$ cat src/rtl/result_bcd_converter_pkg.sv
// Shared definitions for the result-register binary-to-BCD converter:
// FSM encoding, double-dabble constants and digit field offsets.
package result_bcd_converter_pkg;

    typedef enum logic {
        IDLE  = 1'b0,
        SHIFT = 1'b1
    } state_t;

    localparam logic [3:0] BCD_CORR   = 4'd3;
    localparam logic [3:0] BCD_THRESH = 4'd5;

    // Bit offsets of each digit inside the packed bcd word.
    localparam int DIGIT_W     = 4;
    localparam int ONES_LSB    = 0;
    localparam int TENS_LSB    = 4;
    localparam int HUNDRED_LSB = 8;

endpackage

$ cat src/rtl/result_bcd_converter_digit_adj.sv
// One BCD digit of the shift-and-add-3 correction: digits of 5 or more get
// +3 so that the following left shift carries correctly into the next digit.
module bcd_digit_adj
    import result_bcd_converter_pkg::*;
(
    input  logic [3:0] din,
    output logic [3:0] dout
);

    assign dout = (din >= BCD_THRESH) ? din + BCD_CORR : din;

endmodule

$ cat src/rtl/result_bcd_converter.sv
// Sequential double-dabble converter for the calculator result register:
// one input bit per clock, start/busy/done handshake, error flag carried along.
module result_bcd_converter
    import result_bcd_converter_pkg::*;
#(
    parameter int N      = 8,
    parameter int DIGITS = 3,
    parameter int CW     = 4
) (
    input  logic                  clk,
    input  logic                  rst,
    input  logic                  start,
    input  logic [N-1:0]          bin,
    input  logic                  err_in,
    output logic                  busy,
    output logic                  done,
    output logic [4*DIGITS-1:0]   bcd,
    output logic [DIGITS-1:0]     blank,
    output logic                  err_out
);

    localparam int SW = DIGIT_W * DIGITS;
    localparam logic [DIGITS-1:0] BLANK_RST = {{(DIGITS-1){1'b1}}, 1'b0};

    state_t          state, state_n;
    logic [N-1:0]    binreg;
    logic [SW-1:0]   scratch;
    logic [SW-1:0]   adj;
    logic [SW-1:0]   scratch_next;
    logic [CW-1:0]   cnt;
    logic            err_pend;
    logic            last;

    // blank[i] is set while digit i and every digit above it are zero.
    function automatic logic [DIGITS-1:0] blank_mask(input logic [SW-1:0] d);
        logic [DIGITS-1:0] m;
        logic              run;
        m   = '0;
        run = 1'b1;
        for (int i = DIGITS - 1; i >= 1; i--) begin
            run  = run & (d[DIGIT_W*i +: DIGIT_W] == '0);
            m[i] = run;
        end
        return m;
    endfunction

    for (genvar g = 0; g < DIGITS; g++) begin : g_adj
        bcd_digit_adj u_adj (
            .din  (scratch[DIGIT_W*g +: DIGIT_W]),
            .dout (adj[DIGIT_W*g +: DIGIT_W])
        );
    end

    assign scratch_next = {adj[SW-2:0], binreg[N-1]};
    assign last         = (state == SHIFT) && (cnt == CW'(1));
    assign busy         = (state == SHIFT);

    // NOTE: sequential state uses non-blocking assignments so every register
    // samples pre-edge values regardless of statement order.
    always_ff @(posedge clk) begin
        if (rst) state <= IDLE;
        else     state <= state_n;
    end

    // NOTE: state_n gets a default before the case so no path infers a latch.
    always_comb begin
        state_n = state;
        case (state)
            IDLE:    if (start) state_n = SHIFT;
            SHIFT:   if (last)  state_n = IDLE;
            default: state_n = IDLE;
        endcase
    end

    always_ff @(posedge clk) begin
        if (rst) begin
            binreg   <= '0;
            scratch  <= '0;
            cnt      <= '0;
            err_pend <= 1'b0;
            bcd      <= '0;
            blank    <= BLANK_RST;
            err_out  <= 1'b0;
            done     <= 1'b0;
        end else begin
            done <= 1'b0;
            if (state == IDLE) begin
                if (start) begin
                    binreg   <= bin;
                    err_pend <= err_in;
                    scratch  <= '0;
                    cnt      <= CW'(N);
                end
            end else begin
                scratch <= scratch_next;
                binreg  <= {binreg[N-2:0], 1'b0};
                cnt     <= cnt - 1'b1;
                if (last) begin
                    bcd     <= scratch_next;
                    blank   <= blank_mask(scratch_next);
                    err_out <= err_pend;
                    done    <= 1'b1;
                end
            end
        end
    end

    // A finished digit above 9 means the correction network is broken.
    always @(posedge clk) begin
        if (!rst && last) begin
            for (int i = 0; i < DIGITS; i++) begin
                assert (scratch_next[DIGIT_W*i +: DIGIT_W] <= 4'd9)
                    else $error("bcd digit %0d out of range: %0d", i,
                                scratch_next[DIGIT_W*i +: DIGIT_W]);
            end
        end
    end

endmodule

$ cat config.mk
export PLATFORM = sky130hd
export DESIGN_NAME = result_bcd_converter
export DESIGN_NICKNAME = d
export VERILOG_FILES = /design/src/rtl/result_bcd_converter_pkg.sv /design/src/rtl/result_bcd_converter_digit_adj.sv /design/src/rtl/result_bcd_converter.sv
export SDC_FILE = /design/constraint.sdc
export NUM_CORES = 1
export LEC_CHECK = 0
export BUFFER_PORTS_ARGS = -buffer_cell sky130_fd_sc_hd__buf_4
export CORE_MARGIN = 1
export CORE_UTILIZATION = 60
export CTS_CLUSTER_DIAMETER = 80
export DETAILED_ROUTE_END_ITERATION = 6
export GPL_ROUTABILITY_DRIVEN = 1
export GPL_TIMING_DRIVEN = 0
export PLACE_DENSITY = 0.84
export SLEW_MARGIN = 20
export SYNTH_ARGS = -nofsm -noshare
export SYNTH_HDL_FRONTEND = slang
export SYNTH_SLANG_ARGS = --single-unit
$ cat constraint.sdc
create_clock -name clk -period 4.4 [get_ports clk]
set_clock_uncertainty 0.2 [all_clocks]
set_input_delay 0.44 -clock clk [delete_from_list [all_inputs] [get_ports clk]]
set_output_delay 0.44 -clock clk [all_outputs]
set_load 0.05 [all_outputs]
== After elaboration in Yosys (flattened, before gate mapping) ==
Index checks and enable logic that the tools add are counted.

* Register bits: 42
* Input bits: 12
* Logic and storage cells: 41

* $add $sub $neg: 4
* Magnitude comparators: 3
* Equal/unequal tests: 1
* Multiplexer cells: 13
* Bitwise logic cells: 2
* Reduce and logical (&&, ||, !) cells: 8

{| class="wikitable"
|+ Operators by type and width
! kind !! number
|-
| 12-bit 2-to-1 mux || 2
|-
| 4-bit 2-to-1 mux || 4
|-
| 8-bit 2-to-1 mux || 2
|-
| 4-bit by 3-bit greater-or-equal comparator with 1-bit output (second input constant) || 3
|-
| 4-bit by 2-bit adder with 4-bit output (second input constant) || 2
|-
| 4-bit logical NOT || 2
|-
| 4-bit by 1-bit equality test with 1-bit output (second input constant) || 1
|-
| 2-bit AND reduction || 2
|-
| 2-bit OR reduction || 2
|-
| 4-bit by 1-bit subtractor with 4-bit output (second input constant) || 1
|-
| 3-bit by 2-bit adder with 3-bit output (second input constant) || 1
|-
| 1-bit 2-to-1 mux || 3
|-
| 3-bit 2-to-1 mux || 1
|-
| 1-bit case mux with 2 select lines || 1
|-
| 2-bit nonzero test || 1
|-
| 1-bit AND || 1
|-
| 1-bit logical AND || 1
|-
| 1-bit inverter || 1
|}

== Depth between registers and ports, before layout ==
Gate-level depths: netlist of run 1.

* Word-level depth: 4
* Mapped depth: 7
* Gate-level depth less buffers: 7

== Cells and area by module ==
A second synthesis of run 1 with hierarchy kept.

* Cells, all modules: 212
* Area, all modules: 1,970.6 sq um

{| class="wikitable"
|+ By module, submodules not included
! module !! instances !! cells an instance !! area each (sq um)
|-
| result_bcd_converter || 1 || 164 || 1,666.6
|-
| bcd_digit_adj || 3 || 16 || 101.3
|}

== Worst setup path after synthesis of run 1 ==
Ideal clock, no wire load.

* Path kind: register -> register
* From: register scratch[9]
* To: register blank[1]
* Library setup time: 96 ps
* Arrival time: 1,497 ps
* Path slack: 2,608 ps
* Cell stages (with the launch flop): 8
* Path buffers: 0
* Cells stage by stage: dfxtp_1 inv_1 ha_1 nand2b_1 a21oi_2 mux2i_1 nand3_2 o41ai_2

* Longest elaborated chain between the ends: 4
* Elaborated cells on any way between the ends: 5
* Those cells by class: add/sub (1); order compare (1); mux (1); bitwise (1); reduce/logical (1)

{| class="wikitable"
|+ Ends and longest elaborated chain
! item !! line !! RTL
|-
| start, declared || result_bcd_converter.sv:27 || <nowiki>logic [SW-1:0] scratch;</nowiki>
|-
| start signal, assigned || result_bcd_converter.sv:95 || <nowiki>scratch <= scratch_next;</nowiki>
|-
| 4-bit by 3-bit greater-or-equal comparator with 1-bit output or 3-bit by 2-bit adder with 3-bit output (tied branches) || result_bcd_converter_digit_adj.sv:10 || <nowiki>assign dout = (din >= BCD_THRESH) ? din + BCD_CORR : din;</nowiki>
|-
| 3-bit 2-to-1 mux (*) || result_bcd_converter_digit_adj.sv:10 ||
|-
| 4-bit logical NOT (*) || result_bcd_converter.sv:41 || <nowiki>run = run & (d[DIGIT_W*i +: DIGIT_W] == '0);</nowiki>
|-
| 1-bit AND (*) || result_bcd_converter.sv:41 ||
|-
| end signal, assigned || result_bcd_converter.sv:100 || <nowiki>blank <= blank_mask(scratch_next);</nowiki>
|-
| end, declared || result_bcd_converter.sv:18 || <nowiki>output logic [DIGITS-1:0] blank,</nowiki>
|}

Mark *: on every way between the ends. The rest lies on a longest branch, timed or not.
A chain may end at the register's enable or synchronous reset.

== Final worst setup path of run 1 ==
Ends and elaborated chain as after synthesis.

==> Implementation_results.wiki, run 1 <==
{| class="wikitable"
! Metric !! Value
|-
| Result of the run || finished clean
|-
| Data arrival time of the worst path || 2070 ps
|-
| Top cell family by delay on the critical path || compound AO/OA/AOI/OAI gates
|-
| Cts bufs inserted || 5
|-
| DP Cell Count || 312
|-
| 1st-pass router iterations || 4
|-
| Share of synthesized area occupied by flip-flops and latches || 42.6%
|-
| Half-perimeter wire length after detailed placement || 2950 um
|-
| Vias in the first global route || 1557
|-
| Tot GR Track Use || 26.8%
|-
| #FFs+latches synth || 42
|-
| Pwr Density || 304 nW/um^2
|-
| Filler Cell Count || 273
|-
| Post-CTS Setup Bufs || 0
|-
| Type of the tightest min-delay check || in -> reg
|-
| Worst-margin pin slew || 541 ps
|-
| Clock slew at the register clock pins of the worst setup and hold paths || 130 ps
|-
| Final period demand of the worst path || 1980 ps
|-
| Max-capacitance violation count || 0
|-
| Total number of placement rows || 20
|-
| TritonCTS clock tree || built
|-
| Core Box Area || 3080 um^2
|-
| Gp weighted congestion || 0.834
|-
| Accumulated negative setup slack || 0 ps
|-
| Worst VDD drop || 0.269 mV
|-
| Post-placement setup slack || 2450 ps
|-
| Worst-path maximum fanout || 5
|-
| Total of endpoints with negative setup slack in the final report || 0
|-
| Critical path start-end classification || reg -> reg
|-
| Rel. slew slack || 63.9%
|-
| Pleak || 0.951 nW
|-
| Final-stage net count || 295
|-
| Fraction of layout instances using a drive strength above 1 || 18.8%
|-
| Number of design rule violations left after detail routing || 0
|-
| Share of the clock period used by the worst path || 45.1%
|-
| Synth Warn # || 0
|-
| First-pass GRT wire length || 6800 um
|-
| Required time worst endpoint || 4490 ps
|-
| Number of clock sinks seen by CTS || 42
|-
| Aggregate routed wire length || 4170 um
|-
| Post-layout utilization of the core || 74.4%
|-
| Cell area after synthesis || 1970 um^2
|-
| Vias/cell || 5.44
|-
| Layout overhead on the synthesized area || 16.1%
|-
| Area enclosed by the die boundary || 3520 um^2
|-
| Number of hold-slack violations in the final timing report || 0
|-
| Number of I/O port buffers || 27
|-
| Total number of vias || 1740
|-
| Die Y-Extent || 59.3 um
|-
| Master of the slowest instance on the critical path || o41ai_2
|-
| CTS Buffer Depth || 2
|-
| Total of cells resized after clock tree synthesis || 0
|-
| Effective utilization at floorplan || 64.1%
|-
| Post-synth top area cell || dfxtp_1
|-
| Antenna violation net count after detailed routing || 0
|-
| Worst hold margin || 119 ps
|-
| Number of cells produced by synthesis || 241
|-
| Worst path cell trace || inv_1 > ha_1 > nand2b_1 > a21oi_2 > mux2i_1 > nand3_2 > o41ai_2
|-
| Number of slew-limit violations in the final report || 0
|-
| Starting DRC count in detailed routing || 66
|-
| Total overflow reported by the global router || 0
|-
| Type of element launching the critical path || flop
|-
| Post-DR wirelength/cell || 13.0 um
|-
| Clock latency at the later pin of the worst-skew pair || 380 ps
|-
| Unrepaired setup endpoints after global routing || false
|-
| Crit path largest cell delay || 340 ps
|-
| Min setup slack post-route || 2420 ps
|-
| Number of diodes || 0
|-
| Setup crit end kind || flop
|-
| H-tree level count || 2
|-
| Post-layout instance count excluding filler cells || 320
|-
| Commonest cells after routing, fill and taps aside || dfxtp_1, nor2_1, a21oi_1
|-
| Hold buffers post-CTS || 0
|-
| Syn avg cell area || 8.18 um^2
|-
| Root buf cell || clkbuf_4
|-
| Pin count of the biggest net entering global routing || 13
|-
| Die W || 59.3 um
|-
| Post-synth net total || 261
|-
| Count of buffering cells on the critical path with inverters included || 1
|-
| Achievable frequency || 504 MHz
|-
| Number of ports placed on the die boundary || 30
|-
| Synth unique cells || 35
|-
| Most common cell after layout, fill and taps aside || dfxtp_1
|-
| Initial antenna violation count || 0
|-
| Synth top area cells || dfxtp_1, a21oi_1, nor2_1, mux2i_1, nand2_1
|-
| Share of the synthesized area in the top cell type || 42.6%
|}
## cell families (layout without fill, tap and decap cells)
group                      Yosys count  count (layout)  synth area share [%]
other                                1               1                 0.190
buffers and inverters               24              59                  5.27
DFF                                 42              42                  42.6
muxes                               15              15                  7.68
AOI/OAI and AO/OA                   48              48                  14.6
and+or+nand+nor                    100             100                  23.2
xor gates and xnor gates             3               3                  1.33
adders and majority gates            8               8                  5.08
## layout make-up
| cell class | instances | area (um^2) | area share (%) |
|---|---|---|---|
| Tap cell | 44 | 55.1 | 2.40 |
| Timing Repair Buffer | 27 | 203 | 8.85 |
| Sequential cell | 42 | 841 | 36.7 |
| Clock inverter | 1 | 5.00 | 0.219 |
| Multi-Input combinational cell | 175 | 1030 | 44.9 |
| Buffer | 16 | 73.8 | 3.22 |
| Clock buffer | 7 | 55.1 | 2.40 |
| Inverter | 8 | 30.0 | 1.31 |
## stage by stage
stage,power [mW],area [um^2]
floorplan,0.469,1970
global placement,0.494,2230
detailed placement,0.496,2230
CTS,0.696,2290
global route,0.720,2290
finish,0.697,2290
## cells in the mapped netlist
master and count:
a21oi_2 3, a21o_1 1, ha_1 8, dfxtp_1 42, a21oi_1 31, buf_2 8, buf_1 1, xnor2_1 3
nand2_1 29, nor2_2 1, o21ai_2 1, nor2b_1 2, o21ai_1 1, nor3b_1 6, nand2b_1 7, a211oi_1 1
nor3_1 10, and3_1 1, or3_1 1, o41ai_2 1, mux2_2 1, a32oi_1 1, clkbuf_1 6, inv_1 8
buf_4 1, o31a_1 1, nand3_2 2, nand3b_1 1, conb_1 1, a311oi_1 2, o21ai_0 4, mux2i_1 14
a31oi_1 1, nand3_1 1, nor2_1 39
## final timing paths
check	endpoint	from	depth (start not counted)	slack, ps
worst min register to register	bcd[10]	bcd[10]	2	260
worst min-delay path	err_pend	err_in	3	120
worst max register to register	blank[1]	scratch[9]	7	2420
worst max-delay path	blank[1]	scratch[9]	7	2420
## flip-flops by register name, indices dropped and copies added, names as in the netlist
signal,flops
busy,1
done,1
err_out,1
bcd,12
cnt,4
scratch,12
blank,2
err_pend,1
binreg,8
## layer usage
layer | track usage [%] | part of all wire, %
met2 | 46.9 | 48
met4 | 15.0 | 2.2
met1 | 30.1 | 43
met3 | 5.46 | 6.1
met5 | 0 | 0
## worst min-delay path: stages
cell,delay [ps]
buf_4,80
mux2i_1,50
nor2_1,100
## where the power goes
| group | internal [mW] | switching (mW) | total [mW] |
|---|---|---|---|
| sequential | 0.392 | 0.00853 | 0.400 |
| clock | 0.0775 | 0.130 | 0.208 |
| combinational | 0.0335 | 0.0551 | 0.0886 |
| total | 0.503 | 0.194 | 0.697 |
(Power assumes the default switching activity.)
==> inputs of run 2 (changes only) <==
--- a/config.mk
+++ b/config.mk
@@ -7,12 +7,12 @@
 export LEC_CHECK = 0
 export BUFFER_PORTS_ARGS = -buffer_cell sky130_fd_sc_hd__buf_4
 export CORE_MARGIN = 1
-export CORE_UTILIZATION = 60
+export CORE_UTILIZATION = 50
 export CTS_CLUSTER_DIAMETER = 80
 export DETAILED_ROUTE_END_ITERATION = 6
 export GPL_ROUTABILITY_DRIVEN = 1
 export GPL_TIMING_DRIVEN = 0
-export PLACE_DENSITY = 0.84
+export PLACE_DENSITY = 0.74
 export SLEW_MARGIN = 20
 export SYNTH_ARGS = -nofsm -noshare
 export SYNTH_HDL_FRONTEND = slang
==> constraint.sdc (replaced) <==
create_clock -name clk -period 1.75 [get_ports clk]
set_clock_uncertainty 0.2 [all_clocks]
set_input_delay 0.175 -clock clk [delete_from_list [all_inputs] [get_ports clk]]
set_output_delay 0.175 -clock clk [all_outputs]
set_load 0.05 [all_outputs]
==> run 2 against run 1 <==
  * The flow now finishes with violations (negative setup slack)
  * Sequential power grew to 2.5 times the previous value
  * Sequential cell count did not move
  * Non-clock buffer count grew 7
  * Worst hold slack got worse by 96 ps
  * Combinational power rose to 2.6 times the previous value
  * Clock power rose to 2.8 times the previous value
  * Final area up 10%
  * Utilization shrank 6.4 points
  * Sequential share of layout area shrank 3.0 points
  * Wire length grew 3.5%
  * Power grew to 2.6 times the previous value
  * Via count decreased by 1.6%
  * Critical endpoint is now bcd[6]
==> Implementation_results.wiki, run 2 (synthesis gave the netlist of run 1 again) <==
{| class="wikitable"
! Metric !! Value
|-
| Result of the run || finished with violations (was finished clean)
|-
| Violated checks || negative setup slack
|-
| Worst-margin pin slew || 524 ps (was 541 ps)
|-
| Vias/cell || 5.19 (was 5.44)
|-
| Type of element launching the critical path || flop (unchanged)
|-
| Number of clock sinks seen by CTS || 42 (unchanged)
|-
| Number of I/O port buffers || 27 (unchanged)
|-
| Post-layout utilization of the core || 67.9% (was 74.4%)
|-
| Data arrival time of the worst path || 1770 ps (was 2070 ps)
|-
| Post-layout instance area || 2520 um^2 (was 2290 um^2)
|-
| Post-DR wirelength/cell || 13.1 um (was 13.0 um)
|-
| Final-stage net count || 302 (was 295)
|-
| Worst-path maximum fanout || 5 (unchanged)
|-
| Clock slew at the register clock pins of the worst setup and hold paths || 80 ps (was 130 ps)
|-
| Tot Pwr || 1.82 mW (was 0.697 mW)
|-
| Worst hold margin || 23.8 ps (was 119 ps)
|-
| Share of the clock period used by the worst path || 100% (was 45.1%)
|-
| Tot GR Track Use || 22.7% (was 26.8%)
|-
| Antenna violation net count after detailed routing || 0 (unchanged)
|-
| Cell area reported after detailed placement || 2230 um^2 (about the same)
|-
| Layout overhead on the synthesized area || 28.0% (was 16.1%)
|-
| Pwr Density || 721 nW/um^2 (was 304 nW/um^2)
|-
| Number of ports placed on the die boundary || 30 (unchanged)
|-
| Commonest cells after routing, fill and taps aside || nor2_1, dfxtp_1, buf_4 (was dfxtp_1, nor2_1, a21oi_1)
|-
| Die W || 64.8 um (was 59.3 um)
|-
| TritonCTS clock tree || built (unchanged)
|-
| Required time worst endpoint || 1770 ps (was 4490 ps)
|-
| Root buf cell || clkbuf_8 (was clkbuf_4)
|-
| H-tree level count || 2 (unchanged)
|-
| Vias in the first global route || 1594 (was 1557)
|-
| Achievable frequency || 571 MHz (was 504 MHz)
|-
| 1st-pass router iterations || 4 (unchanged)
|-
| Max-capacitance violation count || 0 (unchanged)
|-
| Gp weighted congestion || 0.810 (was 0.834)
|-
| Most common cell after layout, fill and taps aside || nor2_1 (was dfxtp_1)
|-
| Final period demand of the worst path || 1750 ps (was 1980 ps)
|-
| Number of slew-limit violations in the final report || 0 (unchanged)
|-
| First-pass GRT wire length || 7290 um (was 6800 um)
|-
| Unrepaired setup endpoints after global routing || true (was false)
|-
| Total of endpoints with negative setup slack in the final report || 1 (was 0)
|-
| Worst VDD drop || 0.556 mV (was 0.269 mV)
|-
| Total number of vias || 1713 (was 1740)
|-
| Aggregate routed wire length || 4310 um (was 4170 um)
|-
| Setup crit end kind || flop (unchanged)
|-
| Area enclosed by the die boundary || 4200 um^2 (was 3520 um^2)
|-
| Die Y-Extent || 64.8 um (was 59.3 um)
|-
| Number of hold-slack violations in the final timing report || 0 (unchanged)
|-
| Min setup slack post-route || -1.54 ps (was 2420 ps)
|-
| Critical path start-end classification || reg -> reg (unchanged)
|-
| Number of design rule violations left after detail routing || 0 (unchanged)
|-
| CTS Buffer Depth || 2 (unchanged)
|-
| Fraction of layout instances using a drive strength above 1 || 29.4% (was 18.8%)
|-
| Rel. slew slack || 65.0% (was 63.9%)
|-
| Number of diodes || 0 (unchanged)
|-
| Half-perimeter wire length after detailed placement || 2930 um (was 2950 um)
|-
| Clock latency at the later pin of the worst-skew pair || 290 ps (was 380 ps)
|-
| Total overflow reported by the global router || 0 (unchanged)
|-
| Cts bufs inserted || 5 (unchanged)
|-
| Initial antenna violation count || 0 (unchanged)
|-
| Pin count of the biggest net entering global routing || 12 (was 13)
|-
| Type of the tightest min-delay check || in -> reg (unchanged)
|-
| Total number of placement rows || 22 (was 20)
|-
| Registers with the most flip-flops || bcd: 12 flops, scratch: 12 flops, binreg: 8 flops (unchanged)
|-
| Effective utilization at floorplan || 53.1% (was 64.1%)
|-
| Core Box Area || 3720 um^2 (was 3080 um^2)
|-
| Starting DRC count in detailed routing || 70 (was 66)
|-
| Pleak || 0.992 nW (was 0.951 nW)
|}
run 2: stage by stage:
step | setup slack, ps | TNS, ps | instances
after detailed placement | -106 | -341 | 316
final | -1.54 | -1.54 | 330
after global routing | -84.5 | -151 | 330
after global placement | -26.6 | -39.5 | 316
after floorplan | 66.9 | 0 | 241
after CTS | 5.07 | 0 | 328
run 2: repair_timing:
action,in CTS,in global routing
setup endpoints to repair,10,16
endpoints found under the hold margin,2,0
pin swaps,4,7
hold buffers,2,0
setup buffers,3,2
gates resized for setup,18,25
run 2: area by class of cell:
class                           count  area (um^2)
Inverter                            8         37.5
Fill cell                         319         1190
Buffer                             16         81.3
Timing Repair Buffer               34          260
Sequential cell                    42          852
Tap cell                           48         60.1
Multi-Input combinational cell    175         1160
Clock buffer                        7         76.3
run 2: where the power goes:
part           total (mW)  internal, mW  switching (mW)
clock network       0.588         0.275           0.313
logic               0.228        0.0908           0.137
registers            1.00         0.983          0.0216
total                1.82          1.35           0.472
run 2: critical path, stage by stage, from the launching register on:
cell      delay, ps
dfxtp_2         360
inv_4            60
ha_4            150
nand2b_4        140
a21oi_4         200
mux2i_2         290
nand2_1         120
a21oi_2         150
run 2: final timing paths:
| kind | from | to | slack, ps | cells past startpoint |
|---|---|---|---|---|
| min reg2reg | bcd[9] | bcd[9] | 260 | 2 |
| max reg2reg | scratch[5] | bcd[6] | -2 | 7 |
| min | rst | cnt[3] | 20 | 2 |
| max | scratch[5] | bcd[6] | -2 | 7 |
run 2: per-layer routing:
metal	up-vias	GRT usage [%]	routed length, um
li1	888	-	-
met1	787	28.1	2080
met2	31	38.2	2010
met3	7	5.81	168
met4	0	6.94	49
met5	-	0	0
